`src/rtl/reverse_pkg.sv`:
```
// Shared definitions for the time-shared bit-reversal arbiter:
// result-stage state encoding, requester IDs and the default word width.
package reverse_pkg;

  localparam int DEFAULT_WIDTH = 8;

  typedef enum logic {
    EMPTY = 1'b0,
    FULL  = 1'b1
  } state_t;

  localparam logic ID_A = 1'b0;
  localparam logic ID_B = 1'b1;

endpackage

```
`src/rtl/reverse_bits_core.sv`:
```
// Combinational word reverser: out bit i is in bit WIDTH-1-i.
module reverse_bits_core #(
  parameter int WIDTH = 8
) (
  input  logic [WIDTH-1:0] in_word,
  output logic [WIDTH-1:0] out_word
);

  // Mirror the word bit by bit.
  always_comb begin
    // NOTE: assign a default first so no path through the block leaves the output unassigned (latch).
    out_word = '0;
    for (int i = 0; i < WIDTH; i++) begin
      out_word[i] = in_word[WIDTH-1-i];
    end
  end

endmodule

```
`src/rtl/reverse_arbiter.sv`:
```
// Round-robin arbiter sharing one bit reverser between requesters A and B,
// with a one-entry registered result stage tagged by source ID.
// Optional grant counters are compiled in with `define REVERSE_STATS_EN.
module reverse_arbiter
  import reverse_pkg::*;
#(
  parameter int WIDTH = DEFAULT_WIDTH,
  parameter int CNT_W = 16
) (
  input  logic             clk,
  input  logic             rst_n,
  input  logic             a_valid,
  input  logic [WIDTH-1:0] a_data,
  output logic             a_ready,
  input  logic             b_valid,
  input  logic [WIDTH-1:0] b_data,
  output logic             b_ready,
  output logic             rsp_valid,
  output logic [WIDTH-1:0] rsp_data,
  output logic             rsp_id,
`ifdef REVERSE_STATS_EN
  output logic [CNT_W-1:0] cnt_a,
  output logic [CNT_W-1:0] cnt_b,
`endif
  input  logic             rsp_ready
);

  state_t           state;
  logic             last_grant;
  logic             can_accept;
  logic             grant_a;
  logic             grant_b;
  logic [WIDTH-1:0] sel_data;
  logic [WIDTH-1:0] rev_data;

  // The result slot is free when empty or when its current result leaves this cycle.
  assign can_accept = (state == EMPTY) || (rsp_valid && rsp_ready);

  // On contention the requester that did not win last time gets the slot.
  assign grant_a = can_accept && a_valid && (!b_valid || (last_grant == ID_B));
  assign grant_b = can_accept && b_valid && (!a_valid || (last_grant == ID_A));

  assign a_ready = grant_a;
  assign b_ready = grant_b;

  assign sel_data = grant_b ? b_data : a_data;

  reverse_bits_core #(
    .WIDTH (WIDTH)
  ) u_core (
    .in_word  (sel_data),
    .out_word (rev_data)
  );

  // Result-stage FSM: load on grant, drain when consumed without a replacement.
  always_ff @(posedge clk or negedge rst_n) begin
    if (!rst_n) begin
      state      <= EMPTY;
      rsp_valid  <= 1'b0;
      rsp_data   <= '0;
      rsp_id     <= ID_A;
      last_grant <= ID_B;
    end else if (grant_a || grant_b) begin
      // NOTE: non-blocking assignments so every register samples pre-edge values.
      state      <= FULL;
      rsp_valid  <= 1'b1;
      rsp_data   <= rev_data;
      rsp_id     <= grant_b ? ID_B : ID_A;
      last_grant <= grant_b ? ID_B : ID_A;
    end else if (rsp_valid && rsp_ready) begin
      state     <= EMPTY;
      rsp_valid <= 1'b0;
    end
  end

`ifdef REVERSE_STATS_EN
  // Saturating per-requester grant counters.
  always_ff @(posedge clk or negedge rst_n) begin
    if (!rst_n) begin
      cnt_a <= '0;
      cnt_b <= '0;
    end else begin
      if (grant_a && (cnt_a != {CNT_W{1'b1}})) cnt_a <= cnt_a + 1'b1;
      if (grant_b && (cnt_b != {CNT_W{1'b1}})) cnt_b <= cnt_b + 1'b1;
    end
  end
`else
  // Counter width has no effect when statistics are compiled out.
  if (CNT_W < 1) begin : g_no_stats
  end
`endif

endmodule

```
`config.mk`:
```
export PLATFORM = sky130hd
export DESIGN_NAME = reverse_arbiter
export DESIGN_NICKNAME = d
export VERILOG_FILES = /design/src/rtl/reverse_pkg.sv /design/src/rtl/reverse_bits_core.sv /design/src/rtl/reverse_arbiter.sv
export SDC_FILE = /design/constraint.sdc
export NUM_CORES = 1
export LEC_CHECK = 0
export CORE_MARGIN = 1.5
export CORE_UTILIZATION = 39
export CTS_BUF_LIST = sky130_fd_sc_hd__clkbuf_16
export DETAILED_ROUTE_END_ITERATION = 10
export PLACE_DENSITY = 0.89
export SLEW_MARGIN = 20
export SYNTH_ARGS = -nofsm -noshare
export SYNTH_HDL_FRONTEND = slang
export SYNTH_SLANG_ARGS = --single-unit
```
`constraint.sdc`:
```
create_clock -name clk -period 1.9 [get_ports clk]
set_clock_uncertainty 0.1 [all_clocks]
set_input_delay 0.38 -clock clk [delete_from_list [all_inputs] [get_ports clk]]
set_output_delay 0.38 -clock clk [all_outputs]
set_load 0.01 [all_outputs]
```
==> run metrics <==
Critical R2R Capture=rsp_data[7]; pre-CTS setup slack=-290 ps; largest area contributor in the synthesized netlist=dfrtp_1; per-instance average area after synthesis=a little under 10 um^2; power density cells=904 mW/mm^2; Std-Cell Core Area=about 0.0014 mm^2; Area contributors post-synth=dfrtp_1, o2111ai_1, nand4_1, nand3_1, o21ai_0; detail-routed via count per cell=between 5 and 6; all-layer global routing usage=24.5%; Initial Util=between 40% and 50%; Detailed Place HPWL=between 1000 and 1500 um; clock buffers created by TritonCTS=3; total wire length after detailed routing=approximately 2000 um; total overflow reported by the global router=0; DR iter-0 viols=33; maximum clock frequency=~0.53 GHz; Net Count, Synth=81; measured slew at the worst slew-check pin=508 ps; floorplan die area=0.00175 mm^2; number of different library cells in the post-synthesis netlist=17; total power after layout=about 0.95 mW; cell at the root of the clock tree=clkbuf_16; number of failing hold endpoints at the final stage=0; Clk Latency, worst-skew pair=roughly 230 ps; TritonRoute pass-1 iters=4; Most used DFF post-synth=dfrtp_1; Vias=694; count of max-cap constraint violations=0; post-route clock period utilization=between 90 and 100%; Setup WS post-layout=about 18 ps; number of global-route vias before repair=between 600 and 700; Horiz. Die Dim=41.9 um; number of top-level pins=33; warning count from the yosys run=0; Bufs on Longest Clock Path=2; Post-Synthesis Cell Area=between 500 and 600 um^2; Synth Instances=60; type of the worst setup path=in -> out; result of the run=complete, no violations; standard-cell row count=13; global-route wire length before repair=3280 um; Seq. cell area=approximately 280 um^2; initial antenna violation count=0; Multi-input gate area=approximately 280 um^2; Max VDD drop=a little over 0.0006 V; critical path capture point type=primary output; Hold Path Class=in -> async; synthesis-to-finish area growth=77.9%; final layout net count=~120; Max FO, Critical Path=3; TritonCTS clock tree=built; share of synthesized registers carrying an async set or reset=100%; sum of negative setup slack=0 ps; Antenna Violating Nets Remaining=0; count of hold-fix buffers inserted at cts=0; WP data arrival=between 1000 and 1500 ps; Post-Route Utilization=a little under 80%; area share of the leading cell type in the synthesized netlist=a little over two fifths; Setup crit start kind=input pin; filler cell count in the final layout=between 80 and 90; minimum clock period after layout=~1900 ps; final antenna diode count=0; static leakage=between 0.4 and 0.5 nW; number of buffer cells added on primary ports=32; r2r setup slk=640 ps; pin count of the biggest net entering global routing=12; cell with the most instances after synthesis=dfrtp_1; Routed WL per cell=about 18 um; number of design rule violations left after detail routing=0; number of H-tree levels=1; Die Span Y=about 42 um; R2R cell count=3; setup repair after global routing missed its margin=no; endpoints failing setup=0; top cells by count, synth=dfrtp_1, nand3_1, nand4_1, o2111ai_1, o21ai_0; launch point of the critical path=rsp_ready; relative slew slack=approximately 66%; fin. max-slew vios=0; critical path endpoint=a_ready; Critical R2R Launch=rsp_valid; share of final-layout standard cells stronger than drive strength 1=20.8%; #FFs+latches synth=11; CP Data Required Time=between 1000 and 1500 ps; number of enable flip-flop cells after synthesis=0; # clock sinks=11; clock slew seen by the registers of the worst setup and hold paths=approximately 40 ps; sequential element share of the synthesized area=46.9%; Final GP Congestion=roughly 0.78
cells in the final DEF (no fill, tap or decap):
cell / count
clkdlybuf4s50_1: 28
buf_4: 10
dfrtp_1: 10
nand4_1: 8
o21ai_0: 8
o2111ai_1: 8
nand3_1: 8
clkbuf_16: 3
nand2_1: 2
nor2_2: 2
a21oi_1: 2
dlygate4sd2_1: 2
nand2b_4: 1
and3_1: 1
inv_2: 1
o211a_4: 1
and2b_1: 1
a31oi_1: 1
inv_1: 1
dfstp_2: 1
clkdlybuf4s15_2: 1
buf_2: 1
repair_timing:
item                       4_1_cts  5_1_grt
resized for setup                8        1
setup endpoints to repair        2        2
pin swaps                        0        0
buffers inserted                 0        1
area by class of cell:
class | instances | area share, %
flip-flops and latches | 11 | 26.4
multi-input cells | 43 | 26.8
clock inverters | 1 | 0.358
inverters | 1 | 0.358
well taps | 15 | 1.79
repair buffers | 42 | 37.1
clock buffers | 3 | 7.16
per-layer routing:
metal / share of wire [%] / vias up / global-route usage, %
met3: 8.5 / 2 / 5.65
met4: 0.73 / 0 / 7.74
li1: - / 323 / -
met5: 0 / - / 0
met1: 42 / 334 / 30.5
met2: 49 / 35 / 41.6
worst min-delay path by stage:
stage / to / from / slack [ps] / cells past startpoint
2_1_floorplan: rsp_data[0] / rst_n / -20 / 0
3_3_place_gp: rsp_id / rsp_id / 380 / 2
3_5_place_dp: rsp_id / rsp_id / 390 / 2
4_1_cts: rsp_data[2] / rst_n / 400 / 1
5_1_grt: rsp_data[2] / rst_n / 440 / 1
6_report: rsp_data[5] / rst_n / 390 / 1
through the flow:
stage / hold WS (ps) / instance area, um^2 / cells
after global routing: 436 / 1050 / 116
after CTS: 402 / 1050 / 115
final: 388 / 1050 / 116
after detailed placement: 391 / 968 / 111
after global placement: 382 / 968 / 111
after floorplan: -15.6 / 589 / 60
registers in the layout (all words and copies together) (netlist names):
name	cells
rsp_data	8
rsp_id	1
rsp_valid	1
last_grant	1
where the power goes:
part | leakage, nW | total (mW) | internal (mW) | switching, mW
combinational | 0.272 | 0.275 | 0.152 | 0.123
clock | 0.0423 | 0.372 | 0.276 | 0.0966
sequential | 0.130 | 0.301 | 0.279 | 0.0224
kinds of logic after synthesis:
kind of cell | share of synthesized area (%)
simple gates | 23.4
compound gates | 24.4
buf+inv | 5.31
flops | 46.9
critical path: stages:
cell and delay, ps:
clkdlybuf4s50_1 490, nand2b_4 150, o211a_4 170, clkdlybuf4s15_2 210
(Power assumes the default switching activity.)
